<file path="src/rtl/upl_regbank_pkg.sv">
// Shared constants for the UPL register bank: opcodes, header word indices,
// result error code and controller state encoding.
package upl_regbank_pkg;

    localparam logic [1:0] OP_NOP   = 2'b00;
    localparam logic [1:0] OP_WRITE = 2'b01;
    localparam logic [1:0] OP_READ  = 2'b10;
    localparam logic [1:0] OP_RSVD  = 2'b11;

    localparam logic [1:0] RES_ERR  = 2'b11;

    localparam int HDR_SRC_IP = 0;
    localparam int HDR_DST_IP = 1;
    localparam int HDR_PORTS  = 2;
    localparam int HDR_LEN    = 3;

    typedef enum logic [2:0] {
        ST_IDLE    = 3'd0,
        ST_ACK     = 3'd1,
        ST_RX      = 3'd2,
        ST_TX_REQ  = 3'd3,
        ST_TX_WAIT = 3'd4,
        ST_TX      = 3'd5
    } state_t;

    // Exchange the {src port, dst port} halves for the reply header
    function automatic logic [31:0] swap_ports(input logic [31:0] w);
        return {w[15:0], w[31:16]};
    endfunction

endpackage

</file>
<file path="src/rtl/upl_reply_fifo.sv">
// Result-word FIFO: filled while commands execute, drained while the reply is sent.
module upl_reply_fifo #(
    parameter int DEPTH = 16,
    parameter int W     = 32,
    parameter int CW    = $clog2(DEPTH) + 1
) (
    input  logic          clk,
    input  logic          reset,
    input  logic          i_push,
    input  logic [W-1:0]  i_data,
    input  logic          i_pop,
    output logic [W-1:0]  o_head,
    output logic [CW-1:0] o_count,
    output logic          o_full
);
    localparam int PW = (DEPTH > 1) ? $clog2(DEPTH) : 1;

    logic [W-1:0]  r_mem [0:DEPTH-1];
    logic [PW-1:0] r_wptr;
    logic [PW-1:0] r_rptr;
    logic [CW-1:0] r_count;
    logic          w_push;
    logic          w_pop;

    function automatic logic [PW-1:0] ptr_inc(input logic [PW-1:0] p);
        return (p == PW'(DEPTH - 1)) ? {PW{1'b0}} : p + PW'(1);
    endfunction

    assign o_full  = (r_count == CW'(DEPTH));
    assign o_count = r_count;
    assign o_head  = r_mem[r_rptr];
    assign w_push  = i_push && !o_full;
    assign w_pop   = i_pop && (r_count != {CW{1'b0}});

    // Storage array, written only on an accepted push
    always_ff @(posedge clk) begin
        if (w_push) begin
            r_mem[r_wptr] <= i_data;
        end
    end

    // Pointers and occupancy
    always_ff @(posedge clk) begin
        if (reset) begin
            r_wptr  <= {PW{1'b0}};
            r_rptr  <= {PW{1'b0}};
            r_count <= {CW{1'b0}};
        end else begin
            if (w_push) r_wptr <= ptr_inc(r_wptr);
            if (w_pop)  r_rptr <= ptr_inc(r_rptr);
            case ({w_push, w_pop})
                2'b10:   r_count <= r_count + CW'(1);
                2'b01:   r_count <= r_count - CW'(1);
                default: r_count <= r_count;
            endcase
        end
    end

endmodule

</file>
<file path="src/rtl/upl_regbank.sv">
// UDP-controlled register bank: executes command words from a UPL receive
// packet against N_REG registers and answers with one result word per command.
module upl_regbank
    import upl_regbank_pkg::*;
#(
    parameter int N_REG     = 4,
    parameter int REG_W     = 8,
    parameter int MAX_CMDS  = 16,
    parameter int HDR_WORDS = 4
) (
    input  logic                   clk,
    input  logic                   reset,
    input  logic [31:0]            UPL_input_data,
    input  logic                   UPL_input_en,
    input  logic                   UPL_input_req,
    output logic                   UPL_input_ack,
    output logic [31:0]            UPL_output_data,
    output logic                   UPL_output_en,
    output logic                   UPL_output_req,
    input  logic                   UPL_output_ack,
    output logic [N_REG*REG_W-1:0] reg_out
);
    localparam int CW = $clog2(MAX_CMDS) + 1;
    localparam int TW = CW + 2;
    localparam int AW = (N_REG > 1) ? $clog2(N_REG) : 1;

    state_t            r_state, w_state_nxt;
    logic [31:0]       r_hdr [0:3];
    logic [2:0]        r_hdr_cnt;
    logic              r_seen_en;
    logic [CW-1:0]     r_ncmd;
    logic [TW-1:0]     r_tx_idx;
    logic [REG_W-1:0]  r_regs [0:N_REG-1];

    logic [1:0]        w_op;
    logic [5:0]        w_addr;
    logic [AW-1:0]     w_idx;
    logic              w_addr_ok;
    logic              w_exec;
    logic              w_wr_en;
    logic [31:0]       w_result;
    logic [31:0]       w_head;
    logic [CW-1:0]     w_fifo_count;
    logic              w_fifo_full;
    logic              w_pop;
    logic [TW-1:0]     w_tx_total;
    logic              w_in_ack_nxt;
    logic              w_out_req_nxt;
    logic              w_out_en_nxt;
    logic [31:0]       w_out_data_nxt;

    assign w_op       = UPL_input_data[31:30];
    assign w_addr     = UPL_input_data[29:24];
    assign w_idx      = w_addr[AW-1:0];
    assign w_addr_ok  = ({1'b0, w_addr} < 7'(N_REG));
    assign w_exec     = (r_state == ST_RX) && UPL_input_en &&
                        (r_hdr_cnt == 3'(HDR_WORDS)) && !w_fifo_full;
    assign w_tx_total = TW'(HDR_WORDS) + TW'(r_ncmd);

    // Result word for the command on the input bus and its register write enable
    always_comb begin
        w_result = {RES_ERR, w_addr, 24'h0};
        w_wr_en  = 1'b0;
        if (w_addr_ok) begin
            case (w_op)
                OP_NOP:   w_result = UPL_input_data;
                OP_WRITE: begin
                    w_result = UPL_input_data;
                    w_wr_en  = w_exec;
                end
                OP_READ:  w_result = {UPL_input_data[31:24], 24'(r_regs[w_idx])};
                default:  w_result = {RES_ERR, w_addr, 24'h0};
            endcase
        end else begin
            w_result = {RES_ERR, w_addr, 24'h0};
        end
    end

    upl_reply_fifo #(.DEPTH(MAX_CMDS), .W(32), .CW(CW)) u_fifo (
        .clk     (clk),
        .reset   (reset),
        .i_push  (w_exec),
        .i_data  (w_result),
        .i_pop   (w_pop),
        .o_head  (w_head),
        .o_count (w_fifo_count),
        .o_full  (w_fifo_full)
    );

    // State register
    always_ff @(posedge clk) begin
        if (reset) r_state <= ST_IDLE;
        else       r_state <= w_state_nxt;
    end

    // Next-state logic; an input request is only accepted from IDLE
    always_comb begin
        w_state_nxt = r_state;
        case (r_state)
            ST_IDLE:    if (UPL_input_req) w_state_nxt = ST_ACK;
                        else               w_state_nxt = ST_IDLE;
            ST_ACK:     w_state_nxt = ST_RX;
            ST_RX:      if (!UPL_input_en && r_seen_en)
                            w_state_nxt = (w_fifo_count != {CW{1'b0}}) ? ST_TX_REQ : ST_IDLE;
                        else
                            w_state_nxt = ST_RX;
            ST_TX_REQ,
            ST_TX_WAIT: if (UPL_output_ack) w_state_nxt = ST_TX;
                        else                w_state_nxt = ST_TX_WAIT;
            ST_TX:      if (r_tx_idx == w_tx_total) w_state_nxt = ST_IDLE;
                        else                        w_state_nxt = ST_TX;
            default:    w_state_nxt = ST_IDLE;
        endcase
    end

    // Output logic: values the output registers take on the next edge
    always_comb begin
        w_in_ack_nxt   = (r_state == ST_IDLE) && UPL_input_req;
        w_out_req_nxt  = (w_state_nxt == ST_TX_REQ) || (w_state_nxt == ST_TX_WAIT);
        w_out_en_nxt   = (r_state == ST_TX) && (r_tx_idx != w_tx_total);
        w_pop          = w_out_en_nxt && (r_tx_idx >= TW'(HDR_WORDS));
        w_out_data_nxt = 32'h0;
        if (w_out_en_nxt) begin
            case (r_tx_idx)
                TW'(HDR_SRC_IP): w_out_data_nxt = r_hdr[HDR_DST_IP];
                TW'(HDR_DST_IP): w_out_data_nxt = r_hdr[HDR_SRC_IP];
                TW'(HDR_PORTS):  w_out_data_nxt = swap_ports(r_hdr[HDR_PORTS]);
                TW'(HDR_LEN):    w_out_data_nxt = {14'(r_ncmd), 2'b00, 16'h0};
                default:         w_out_data_nxt = w_head;
            endcase
        end else begin
            w_out_data_nxt = 32'h0;
        end
    end

    // Registered UPL handshake and reply outputs
    always_ff @(posedge clk) begin
        if (reset) begin
            UPL_input_ack   <= 1'b0;
            UPL_output_req  <= 1'b0;
            UPL_output_en   <= 1'b0;
            UPL_output_data <= 32'h0;
        end else begin
            UPL_input_ack   <= w_in_ack_nxt;
            UPL_output_req  <= w_out_req_nxt;
            UPL_output_en   <= w_out_en_nxt;
            UPL_output_data <= w_out_data_nxt;
        end
    end

    // Receive bookkeeping: header capture, end-of-packet tracking, reply length, TX index
    always_ff @(posedge clk) begin
        if (reset) begin
            for (int i = 0; i < 4; i++) r_hdr[i] <= 32'h0;
            r_hdr_cnt <= 3'd0;
            r_seen_en <= 1'b0;
            r_ncmd    <= {CW{1'b0}};
            r_tx_idx  <= {TW{1'b0}};
        end else begin
            if (r_state == ST_IDLE) begin
                r_hdr_cnt <= 3'd0;
                r_seen_en <= 1'b0;
            end
            if ((r_state == ST_RX) && UPL_input_en) begin
                r_seen_en <= 1'b1;
                if (r_hdr_cnt != 3'(HDR_WORDS)) begin
                    r_hdr[r_hdr_cnt[1:0]] <= UPL_input_data;
                    r_hdr_cnt             <= r_hdr_cnt + 3'd1;
                end
            end
            if ((r_state == ST_RX) && (w_state_nxt != ST_RX)) r_ncmd <= w_fifo_count;
            if (r_state != ST_TX)  r_tx_idx <= {TW{1'b0}};
            else if (w_out_en_nxt) r_tx_idx <= r_tx_idx + TW'(1);
        end
    end

    // Output register file
    always_ff @(posedge clk) begin
        if (reset) begin
            for (int i = 0; i < N_REG; i++) r_regs[i] <= {REG_W{1'b0}};
        end else if (w_wr_en) begin
            r_regs[w_idx] <= UPL_input_data[REG_W-1:0];
        end
    end

    for (genvar g = 0; g < N_REG; g++) begin : g_reg_out
        assign reg_out[g*REG_W +: REG_W] = r_regs[g];
    end

endmodule

</file>
<file path="config.mk">
export PLATFORM = sky130hd
export DESIGN_NAME = upl_regbank
export DESIGN_NICKNAME = d
export VERILOG_FILES = /design/src/rtl/upl_regbank_pkg.sv /design/src/rtl/upl_reply_fifo.sv /design/src/rtl/upl_regbank.sv
export SDC_FILE = /design/constraint.sdc
export NUM_CORES = 1
export LEC_CHECK = 0
export CAP_MARGIN = 20
export CORE_ASPECT_RATIO = 1.1
export CORE_UTILIZATION = 50
export DETAILED_ROUTE_END_ITERATION = 10
export HOLD_SLACK_MARGIN = 0.08
export PLACE_DENSITY = 0.76
export SETUP_SLACK_MARGIN = 0.02
export SLEW_MARGIN = 15
export SYNTH_ARGS = -nofsm -noshare
export SYNTH_HDL_FRONTEND = slang
export SYNTH_HIERARCHICAL = 1
export SYNTH_SLANG_ARGS = --single-unit
</file>
<file path="constraint.sdc">
create_clock -name clk -period 10.9 [get_ports clk]
set_clock_uncertainty 0.1 [all_clocks]
set_input_delay 2.725 -clock clk [delete_from_list [all_inputs] [get_ports clk]]
set_output_delay 2.725 -clock clk [all_outputs]
set_load 0.01 [all_outputs]
</file>
### Word level (Yosys, flattened, before mapping)

Memories as Yosys holds them, arrays and structs flattened. A register that Yosys moved wholly into a read port is not among the register bits.
Cells that the tools add are included.
W data, S select, Z words.

* register bits after elaboration: 67
* bits in writable memories: 672
* input port bits: 37
* output and inout bits: 67
* logic and storage cells: 111
* memories kept: 3

* $add $sub $neg: 7
* order comparisons: 2
* equality and inequality tests: 23
* mux-type cells: 38
* bitwise logic cells: 1
* reductions and logical operators: 25

Memory list
* u_fifo.r_mem: depth 16, bits a word 32, rd ports 1, clocked after memory_dff 1, write ports 1, RTL line upl_reply_fifo.sv:18 `logic [W-1:0] r_mem [0:DEPTH-1];`
* r_hdr: depth 4, bits a word 32, rd ports 3, clocked after memory_dff 0, write ports 4, RTL line upl_regbank.sv:28 `logic [31:0] r_hdr [0:3];`
* r_regs: depth 4, bits a word 8, rd ports 5, clocked after memory_dff 0, write ports 4, RTL line upl_regbank.sv:33 `logic [REG_W-1:0] r_regs [0:N_REG-1];`

Operators with widths (count)
* $pmux W32 S4: 1
* $mux W32: 2
* $pmux W32 S2: 1
* $reduce_or A32 Y1: 1
* $mux W1: 19
* $mux W4: 4
* $pmux W3 S5: 1
* $eq A7 B2 Y1 const B: 2
* $eq A3 B3 Y1 const B: 4
* $mux W3: 4
* $logic_and A1 B1 Y1: 10
* $pmux W5 S2: 1
* $eq A3 B2 Y1 const B: 3
* $add A4 B1 Y4 const B: 2
* $eq A4 B4 Y1 const B: 2
* $mux W2: 4
* $mux W8: 1
* $reduce_or A2 Y1: 4
* $reduce_or A8 Y1: 1
* $add A7 B1 Y7 const B: 1
* $eq A7 B1 Y1 const B: 1
* $eq A7 B6 Y1: 1
* $ge A7 B3 Y1 const B: 1
* $logic_not A7 Y1: 1
* other kinds (19): 24

### Depth between registers and ports, before layout

Gate-level depths: netlist of run 1.

* word-level depth: 11
* depth in mapped cells: 16
* gate-level depth less buffers: 14

### Modules after synthesis

The synthesis of run 1 kept the hierarchy.

By module, submodules not included
* upl_reply_fifo: times used 1, cells each 907, area an instance 20098.0 µm², seq. area each 15715.1 µm²
* upl_regbank: times used 1, cells each 619, area an instance 8109.0 µm², seq. area each 4924.7 µm²

### Worst setup path before layout of run 1

Ideal clock, no wire load.

* path type: in2reg
* from: in UPL_input_en
* to: mem u_fifo.r_mem[0][0] (enable)
* setup time: 461 ps
* data arrival time: 5831 ps
* required time: 10339 ps
* path slack: 4508 ps
* stages: 5
* buffers on the path: 0
* path through: nand4bb_1 > nor3_1 > o21a_4 > nand2_1 > nor3_1

* word-level cells in the longest chain between the ends: 6

RTL lines
* start, declared: RTL line upl_regbank.sv:14 `input logic UPL_input_en,`
* $logic_and A1 B1 Y1 (2 in a row): RTL line upl_regbank.sv:56 `assign w_exec = (r_state == ST_RX) && UPL_input_en &&`
* $logic_and A1 B1 Y1: RTL line upl_regbank.sv:57 `(r_hdr_cnt == 3'(HDR_WORDS)) && !w_fifo_full;`
* net w_exec: RTL line upl_regbank.sv:39 `logic w_exec;`
* $logic_and A1 B1 Y1: RTL line upl_reply_fifo.sv:32 `assign w_push = i_push && !o_full;`
* $mux W1: RTL line upl_reply_fifo.sv:37 `if (w_push) begin`
* $mux W1 (implied by the code): RTL line upl_reply_fifo.sv:38 `r_mem[r_wptr] <= i_data;`
* end, declared: RTL line upl_reply_fifo.sv:18

The timed path passes the listed nets, and every way through them passes these cells.

### Final worst setup path of run 1

* from: in UPL_input_en
* to: mem u_fifo.r_mem[0][9] (enable)

The elaborated chain is that of the path after synthesis.

==> flow_summary_export.csv, run 1 <==
group,metric,value,unit
synth,synth.area.top_cells,"edfxtp_1 68%, mux4_2 11%, dfxtp_1 5.0%",
power,power_density,173,mW/mm²
clock_tree,cts_hold_buf,0,
worst_setup_path,startpoint,"UPL_input_en",
die,die_y,251,µm
clock_tree,h-tree-depth,3,
worst_setup_path,cp_slowest_cell,"nor3_1",
power,swShare,0.199,
timing,fin_setup_tns,0,ps
drt,firstDrtPassIters,8,
worst_setup_path,critPathArrivalTime,6030,ps
min_path,min_path_type,"register to register",
flow_run,maxCapViolations,0,
placement,dp_hpwl,41400,µm
final_layout,area_growth,15.8,%
die,core-area,0.0553,mm²
timing,tightest_slew,1150,ps
min_path,min-delay-start,"u_fifo/r_rptr[0]",
worst_setup_path,worstSetupPathType,"primary input to register",
synth,synth_top_area_frac,0.681,
power,peakVddDrop,0.000130,V
global_routing,antenna_found_initial,4,
clock_tree,root_buffer,"clkbuf_16",
worst_setup_path,slowest_delay,740,ps
drt,drtIter0Drc,2053,
worst_setup_path,start_kind,"primary input",
drt,ant_nets,0,
placement,dp.cells,2312,
placement,gp_congestion,0.822,
clock_tree,cts_setup_buffers,0,
synth,ys_types,74,
clock_tree,clkSlewWorstSetupHoldPaths,60,ps
timing,slew_violations,0,
die,fp.dieArea,0.0574,mm²
worst_setup_path,cp-end-kind,"register",
final_layout,drive_above_1_share,0.212,
synth,synth_seq_area_share,0.732,
final_layout,nets,1702,
synth,synth_seq_cells,711,
die,die_width,228,µm
clock_tree,cts_tree,"done",
synth,synth_edf_count,640,
power,clkPwrFrac,0.448,
worst_setup_path,crit_path_max_fanout,24,
die,row_count,90,
clock_tree,cts.repair.resized,0,
power,p_comb_frac,0.023,
synth,syn_avg_cell_area,18.5,µm²
clock_tree,cts_buffers,70,
drt,vias_per_cell,6.34,
synth,synthFlopType,"edfxtp_1",
clock_tree,clock_latency,620,ps
power,p_leak,9.95,nW
power,p_sw,1.12,mW
timing,rsz0062_at_grt,"false",
clock_tree,cts_buffer_depth,3,
synth,syn_nets,1579,
power,total_power,5.64,mW
drt,drc,0,
placement,io_buffers,103,
synth,synth_top_area_cell,"edfxtp_1",
synth,ys_warn_count,6,
power,cell_internal_pwr,4.51,mW
timing,hold_viol,0,
placement,detailed_place.area,0.0302,mm²
synth,async_reset_ff_frac,0,
global_routing,grt_max_degree,65,
final_layout,final_area,0.0327,mm²
synth,netlist_area,0.0282,mm²
die,start_util,0.510,
drt,routedWlPerCell,29.2,µm
timing,setup_violations,0,
global_routing,grt_pass1_wl,105000,µm
timing,relSlewSlack,0.233,
timing,finalCritPeriodShare,0.541,
run_status,outcome,"finished clean",
worst_setup_path,crit_path_cell_trace,"clkdlybuf4s50_1 -> nand4bb_1 -> nor3_1 -> o21a_4 -> nand2_1 -> nor3_2 -> buf_4",
global_routing,grt_pass1_vias,16142,
synth,postSynthCellCount,1526,
die,io_pins,104,
clock_tree,clkSinkCount,711,
drt,route.vias.total,15488,
worst_setup_path,required,11040,ps
power,seqPwrFrac,0.530,
final_layout,fin_util,0.591,
final_layout,layoutNonFillerInstCount,2443,
timing,fin_crit,5900,ps
global_routing,grt_usage,0.252,
drt,drt_wl_total,71400,µm
global_routing,overflow,0,
timing,fmax,170,MHz
[cells by family (layout without fill, tap and decap cells)]
family	after synthesis	in the layout	share of synthesized area
flops	711	711	0.732
simple gates	348	348	0.0694
compound gates	183	183	0.0566
mux	148	148	0.113
buf+inv	108	288	0.0185
fa+ha+maj	16	16	0.00710
xor+xnor	12	12	0.00373
other cells	0	1	0
[through the flow]
step                      setup WS [ps]  hold slack (ps)
after floorplan                    4510              372
after global placement             4590              390
after detailed placement           4470              403
after CTS                          5070              417
after global routing               4940              453
final                              5000              434
[flip-flops by register name, indices dropped and copies added, names as in the netlist, named ones only]
| register | count |
|---|---|
| UPL_input_ack | 1 |
| UPL_output_data | 32 |
| UPL_output_en | 1 |
| UPL_output_req | 1 |
| r_hdr | 96 |
| r_hdr_cnt | 3 |
| r_ncmd | 5 |
| r_regs | 32 |
| r_seen_en | 1 |
| r_state | 3 |
| r_tx_idx | 7 |
| u_fifo/o_count | 5 |
| u_fifo/r_mem | 512 |
| u_fifo/r_rptr | 4 |
| u_fifo/r_wptr | 4 |
[cells in the final DEF, fill, tap and decap left out, types with 4 or more instances in the layout]
cell type,synthesis,layout
edfxtp_1,640,640
and2_1,145,145
mux4_2,136,136
clkdlybuf4s50_1,0,102
clkbuf_16,0,73
dfxtp_1,71,69
a22oi_1,64,64
nor2_1,72,59
nand2_1,50,50
buf_4,2,34
a222oi_1,32,32
a211oi_2,29,29
inv_1,16,16
a21oi_1,16,16
ha_1,16,16
nor2_4,2,15
clkinv_1,0,14
nand3_1,12,12
mux2i_1,12,12
bufinv_16,0,10
clkbuf_1,49,10
a32o_1,8,8
xor2_1,8,8
nor3_1,12,7
o21ai_0,7,7
clkinv_2,0,7
or2_2,5,6
nor3_2,1,6
a22o_1,5,5
clkbuf_8,0,5
xnor2_1,4,4
or3_1,4,4
or4_1,4,4
nand2b_1,4,4
[power by group through the flow]
| stage | clock, mW | sequential (mW) | combinational, mW |
|---|---|---|---|
| 2_1_floorplan | 0 | 3.04 | 0.0518 |
| 3_3_place_gp | 0 | 3.04 | 0.122 |
| 3_5_place_dp | 0 | 3.04 | 0.126 |
| 4_1_cts | 2.54 | 2.98 | 0.126 |
| 5_1_grt | 2.65 | 2.99 | 0.134 |
| 6_report | 2.52 | 2.98 | 0.127 |
[cell usage after synthesis (4+ instances only)]
cell / count
a211oi_2: 29
a21oi_1: 16
a222oi_1: 32
a22o_1: 5
a22oi_1: 64
a32o_1: 8
and2_1: 145
buf_2: 30
clkbuf_1: 49
dfxtp_1: 71
edfxtp_1: 640
ha_1: 16
inv_1: 16
mux2i_1: 12
mux4_2: 136
nand2_1: 50
nand2b_1: 4
nand3_1: 12
nor2_1: 72
nor2b_1: 4
nor3_1: 12
o21ai_0: 7
or2_2: 5
or3_1: 4
or4_1: 4
xnor2_1: 4
xor2_1: 8
[worst paths after layout]
check	to	slack, ps	depth (start not counted)
max reg2reg	UPL_output_data[24]	6760	8
min reg2reg	register	430	2
min	register	430	2
max	u_fifo/r_mem[0][9]	5000	7
[worst max-delay path: cells and delay by family]
family | cells | cell delay [ps]
compound gates | 1 | 300
buf+inv | 2 | 1120
simple gates | 4 | 1870
[layer usage]
metal / GRT usage / vias up / part of all wire
met3: 0.0456 / 166 / 0.092
met1: 0.326 / 8027 / 0.37
li1: - / 6383 / -
met5: 0 / - / 0.00018
met4: 0.113 / 2 / 0.037
met2: 0.419 / 910 / 0.50
[cell type report]
cell class	count	area (µm²)
multi-input combinational	707	7210
clock buffer	88	1930
tap	736	921
antenna	1	2.50
sequential	711	20600
timing repair buffer	142	1400
clock inverter	41	483
fill	3904	22600
inverter	17	63.8
(Power assumes the default switching activity.)
==> inputs of run 2 (changes only) <==
- PLACE_DENSITY: 0.76 -> 0.79
- clock period: 10.9 -> 4.75 ns (I/O delays scaled with it)
==> flow_summary_export.csv, run 2 (synthesis results as in run 1) <==
group,metric,value,unit
run_status,outcome,"finished clean",
global_routing,use_met1,0.305,
timing,fin_crit,3950,ps
global_routing,use_met3,0.0541,
worst_setup_path,critPathMostFrequentCell,"ha_1",
global_routing,antenna_found_initial,4,
clock_tree,cts_tree,"done",
clock_tree,clock_latency,620,ps
clock_tree,cts_buffer_depth,3,
die,start_util,0.510,
drt,routedWlPerCell,28.0,µm
placement,detailed_place.area,0.0304,mm²
global_routing,met2_usage,0.389,
final_layout,largest_register_ff_count,512,
final_layout,area_growth,15.8,%
die,row_count,90,
global_routing,overflow,0,
power,power_density,384,mW/mm²
timing,tightest_slew,1230,ps
die,core-area,0.0553,mm²
die,die_width,228,µm
worst_setup_path,reg2reg_to,"u_fifo/o_count[4]",
placement,io_buffers,103,
timing,finalCritPeriodShare,0.831,
worst_setup_path,slowest_delay,470,ps
min_path,min-delay-start,"u_fifo/r_rptr[0]",
worst_setup_path,crit_path_max_fanout,14,
drt,drtIter0Drc,2180,
final_layout,final_area,0.0327,mm²
global_routing,grt_usage,0.239,
placement,gp_congestion,0.809,
worst_setup_path,reg2reg_depth,14,
die,fp.dieArea,0.0574,mm²
worst_setup_path,critPathArrivalTime,4390,ps
power,p_leak,10.0,nW
clock_tree,cts_buffers,70,
final_layout,n_fill_cell,3827,
final_layout,final_common_cell,"edfxtp_1",
worst_setup_path,cp_slowest_cell,"nor3_1",
final_layout,largest_register,"u_fifo/r_mem",
global_routing,grt_max_degree,65,
final_layout,final_cell_mix,"640 x edfxtp_1, 145 x and2_1, 136 x mux4_2, 102 x clkdlybuf4s50_1, 71 x clkbuf_16",
timing,fin_ws,801,ps
final_layout,drive_above_1_share,0.211,
clock_tree,cts_setup_buffers,0,
final_layout,layoutNonFillerInstCount,2451,
final_layout,reg.largest.list,"u_fifo/r_mem (512), r_hdr (96)",
clock_tree,clkSinkCount,711,
drt,drc,0,
drt,firstDrtPassIters,7,
die,die_y,251,µm
flow_run,maxCapViolations,0,
worst_setup_path,crit_path_cell_trace,"ha_1 -> xor2_1 -> and4b_1 -> o211a_1 -> nor3_1 -> o21ai_2 -> inv_1 -> ha_1 -> xor2_1 -> ha_1 -> a21oi_1 -> a221oi_2 -> or4b_1 -> nand3_1",
min_path,min_path_cells,2,
timing,rsz0062_at_grt,"false",
worst_setup_path,required,5190,ps
clock_tree,h-tree-depth,3,
timing,hold_viol,0,
placement,dp.cells,2321,
clock_tree,cts_hold_buf,0,
placement,dp_hpwl,39300,µm
global_routing,grt_pass1_vias,15416,
drt,ant_nets,0,
worst_setup_path,startpoint,"r_ncmd[2]",
timing,slew_violations,0,
placement,place_ws,479,ps
die,io_pins,104,
worst_setup_path,start_kind,"register",
timing,relSlewSlack,0.180,
worst_setup_path,cp-end-kind,"register",
drt,drt_wl_total,68700,µm
timing,fmax,253,MHz
timing,setup_violations,0,
min_path,min_path_type,"register to register",
final_layout,nets,1710,
clock_tree,root_buffer,"clkbuf_16",
drt,route.vias.total,15480,
worst_setup_path,worstReg2RegStart,"r_ncmd[2]",
power,peakVddDrop,0.000323,V
drt,vias_per_cell,6.32,
worst_setup_path,reg2reg_slack,800,ps
timing,fin_setup_tns,0,ps
global_routing,top_usage_layer,"met2",
global_routing,grt_pass1_wl,99300,µm
clock_tree,cts.repair.resized,0,
clock_tree,clkSlewWorstSetupHoldPaths,60,ps
worst_setup_path,worstSetupPathType,"register to register",
-- run 2: cell types whose count changed in the layout (fill, tap and decap cells not counted), sizes merged --
cell / previous run / this run
buf: 40 / 48
bufinv: 10 / 5
clkbuf: 88 / 87
clkinv: 26 / 32
clkinvlp: 4 / 0
diode: 1 / 2
inv: 18 / 21
-- run 2: where the power goes --
group          internal (mW)  switching [mW]
sequential              6.81          0.0390
combinational          0.102           0.182
clock                   3.09            2.31
-- run 2: worst max-delay path, delay by kind of cell, from the launching register on --
kind,cells,cell delay [ps]
AOI/OAI and AO/OA,4,960
xor gates and xnor gates,2,330
adders and majority gates,3,770
buffers and inverters,1,130
DFF,1,370
and+or+nand+nor,4,1210
-- run 2: worst max-delay path by stage --
| stage | end | slack [ps] | depth (start not counted) |
|---|---|---|---|
| 6_report | u_fifo/o_count[4] | 800 | 14 |
| 5_1_grt | u_fifo/o_count[4] | 500 | 14 |
| 2_1_floorplan | u_fifo/r_mem[12][0] | 750 | 5 |
| 3_5_place_dp | u_fifo/o_count[4] | 480 | 12 |
| 3_3_place_gp | u_fifo/o_count[4] | 520 | 12 |
| 4_1_cts | u_fifo/o_count[4] | 860 | 14 |
-- run 2: per-stage QoR --
step / power (mW) / utilization / hold slack (ps)
after floorplan: 7.09 / - / 372
after global placement: 7.25 / 0.550 / 393
after detailed placement: 7.26 / 0.550 / 412
after CTS: 12.6 / 0.591 / 426
after global routing: 12.8 / 0.591 / 468
final: 12.5 / 0.591 / 430
-- run 2: layout make-up --
class | count | area, µm² | area share
Sequential cell | 711 | 20600 | 0.632
Multi-Input combinational cell | 707 | 7240 | 0.222
Tap cell | 736 | 921 | 0.0282
Timing Repair Buffer | 150 | 1540 | 0.0472
Clock buffer | 87 | 1870 | 0.0572
Clock inverter | 41 | 374 | 0.0115
Inverter | 17 | 63.8 | 0.00195
Antenna cell | 2 | 5.00 | 0.000153
-- run 2: per-layer routing --
layer  vias to the layer above  routed length [µm]
met5                         -                   0
met4                         0                3000
met3                       177                7170
met2                       985               33600
met1                      7911               24900
li1                       6407                   -
==> inputs of run 3 (changes only) <==
- clock period: 4.75 -> 3.6 ns (I/O delays scaled with it)
==> flow_summary_export.csv, run 3 (synthesis results as in run 1) <==
group,metric,value,unit
run_status,outcome,"finished clean",
timing,hold_viol,0,
die,io_pins,104,
clock_tree,cts_buffers,69,
placement,dp_hpwl,40000,µm
die,row_count,90,
die,die_width,228,µm
final_layout,nets,1744,
die,start_util,0.510,
worst_setup_path,reg2reg_slack,160,ps
final_layout,reg.largest.list,"u_fifo/r_mem (512), r_hdr (96)",
clock_tree,cts_tree,"done",
timing,finalCritPeriodShare,0.956,
global_routing,grt_pass1_vias,15932,
worst_setup_path,cp-end-kind,"register",
power,p_leak,10.3,nW
drt,routedWlPerCell,28.2,µm
min_path,min_path_type,"register to register",
drt,drt_wl_total,69900,µm
global_routing,grt_usage,0.245,
worst_setup_path,worstReg2RegStart,"r_ncmd[2]",
worst_setup_path,critPathArrivalTime,3870,ps
worst_setup_path,startpoint,"r_ncmd[2]",
worst_setup_path,crit_path_max_fanout,6,
global_routing,grt_max_degree,65,
placement,gp_congestion,0.810,
timing,fin_crit,3440,ps
timing,tightest_slew,998,ps
drt,firstDrtPassIters,6,
timing,slew_violations,0,
clock_tree,clock_latency,610,ps
die,fp.dieArea,0.0574,mm²
drt,vias_per_cell,6.33,
clock_tree,root_buffer,"clkbuf_16",
clock_tree,cts_hold_buf,0,
clock_tree,clkSlewWorstSetupHoldPaths,60,ps
final_layout,final_cell_mix,"640 x edfxtp_1, 145 x and2_1, 136 x mux4_2, 102 x clkdlybuf4s50_1, 73 x clkbuf_16",
global_routing,antenna_found_initial,6,
power,peakVddDrop,0.000321,V
drt,drtIter0Drc,1955,
global_routing,grt_pass1_wl,103000,µm
placement,io_buffers,103,
global_routing,overflow,0,
clock_tree,h-tree-depth,3,
worst_setup_path,cp-endpoint,"u_fifo/o_count[4]",
worst_setup_path,required,4030,ps
worst_setup_path,start_kind,"register",
timing,fin_setup_tns,0,ps
timing,setup_violations,0,
final_layout,area_growth,17.8,%
final_layout,largest_register,"u_fifo/r_mem",
drt,drc,0,
worst_setup_path,worstSetupPathType,"register to register",
worst_setup_path,reg2reg_to,"u_fifo/o_count[4]",
timing,rsz0062_at_grt,"false",
final_layout,final_common_cell,"edfxtp_1",
worst_setup_path,reg2reg_depth,15,
power,power_density,509,mW/mm²
final_layout,drive_above_1_share,0.233,
drt,route.vias.total,15725,
die,die_y,251,µm
die,core-area,0.0553,mm²
timing,relSlewSlack,0.333,
power,total_power,16.9,mW
timing,fmax,291,MHz
clock_tree,clkSinkCount,711,
drt,ant_nets,0,
clock_tree,cts_buffer_depth,3,
flow_run,maxCapViolations,0,
final_layout,largest_register_ff_count,512,
==> run 3: changes by cell type in the layout (fill, tap and decap cells not counted), sizes merged <==
cell | before | now
buf | 48 | 83
clkinv | 32 | 27
bufinv | 5 | 9
clkinvlp | 0 | 3
inv | 21 | 18
clkbuf | 87 | 86
==> run 3: where the power goes <==
part,internal [mW],switching (mW),total [mW]
registers,8.99,0.0462,9.03
logic,0.147,0.242,0.389
clock network,4.37,3.09,7.47
==> run 3: final cells by class <==
type | instances | area (µm²)
Fill cell | 3745 | 22100
Sequential cell | 711 | 20600
Multi-Input combinational cell | 707 | 7240
Timing Repair Buffer | 185 | 2000
Clock buffer | 86 | 1880
Tap cell | 736 | 921
Clock inverter | 40 | 463
Inverter | 17 | 63.8
Antenna cell | 2 | 5.00
==> run 3: worst max-delay path, cell delays in order (launching register included) <==
cell and delay, ps:
dfxtp_1 380, ha_1 240, xor2_1 150, and4b_1 190
o211a_1 230, nor3_1 230, buf_4 170, o21ai_2 60
inv_1 80, ha_2 220, xor2_1 90, ha_1 210
o21ai_0 240, o22ai_1 160, or4b_1 530, nand3_1 100
==> run 3: stage by stage <==
stage,setup WS [ps],hold WS (ps),cells,util,area [µm²]
6_report,159,420,2484,0.601,33200
5_1_grt,41.2,447,2482,0.601,33200
3_5_place_dp,-265,396,2355,0.558,30900
4_1_cts,186,422,2481,0.601,33200
3_3_place_gp,-155,385,2355,0.558,30900
2_1_floorplan,-110,372,1526,-,28200
==> run 3: how the worst min path moves through the flow <==
| stage | from | endpoint | slack, ps | cells past startpoint |
|---|---|---|---|---|
| floorplan | u_fifo/r_rptr[3] | register | 370 | 2 |
| global placement | u_fifo/r_rptr[0] | register | 390 | 2 |
| detailed placement | u_fifo/r_rptr[0] | register | 400 | 2 |
| CTS | u_fifo/r_rptr[3] | register | 420 | 2 |
| global route | u_fifo/r_rptr[0] | register | 450 | 2 |
| finish | u_fifo/r_rptr[0] | register | 420 | 2 |
==> run 3: what timing repair did <==
| item | CTS | global route |
|---|---|---|
| gates resized for setup | 0 | 1 |
| setup endpoints to repair | 0 | 1 |
| setup buffers | 0 | 1 |
| hold endpoints to repair | 0 | 0 |
==> run 3: per-layer routing <==
layer / vias up / part of all wire / track usage
li1: 6481 / - / -
met1: 8066 / 0.37 / 0.315
met2: 1011 / 0.50 / 0.405
met3: 163 / 0.099 / 0.0534
met4: 4 / 0.035 / 0.104
met5: - / 0.00039 / 0
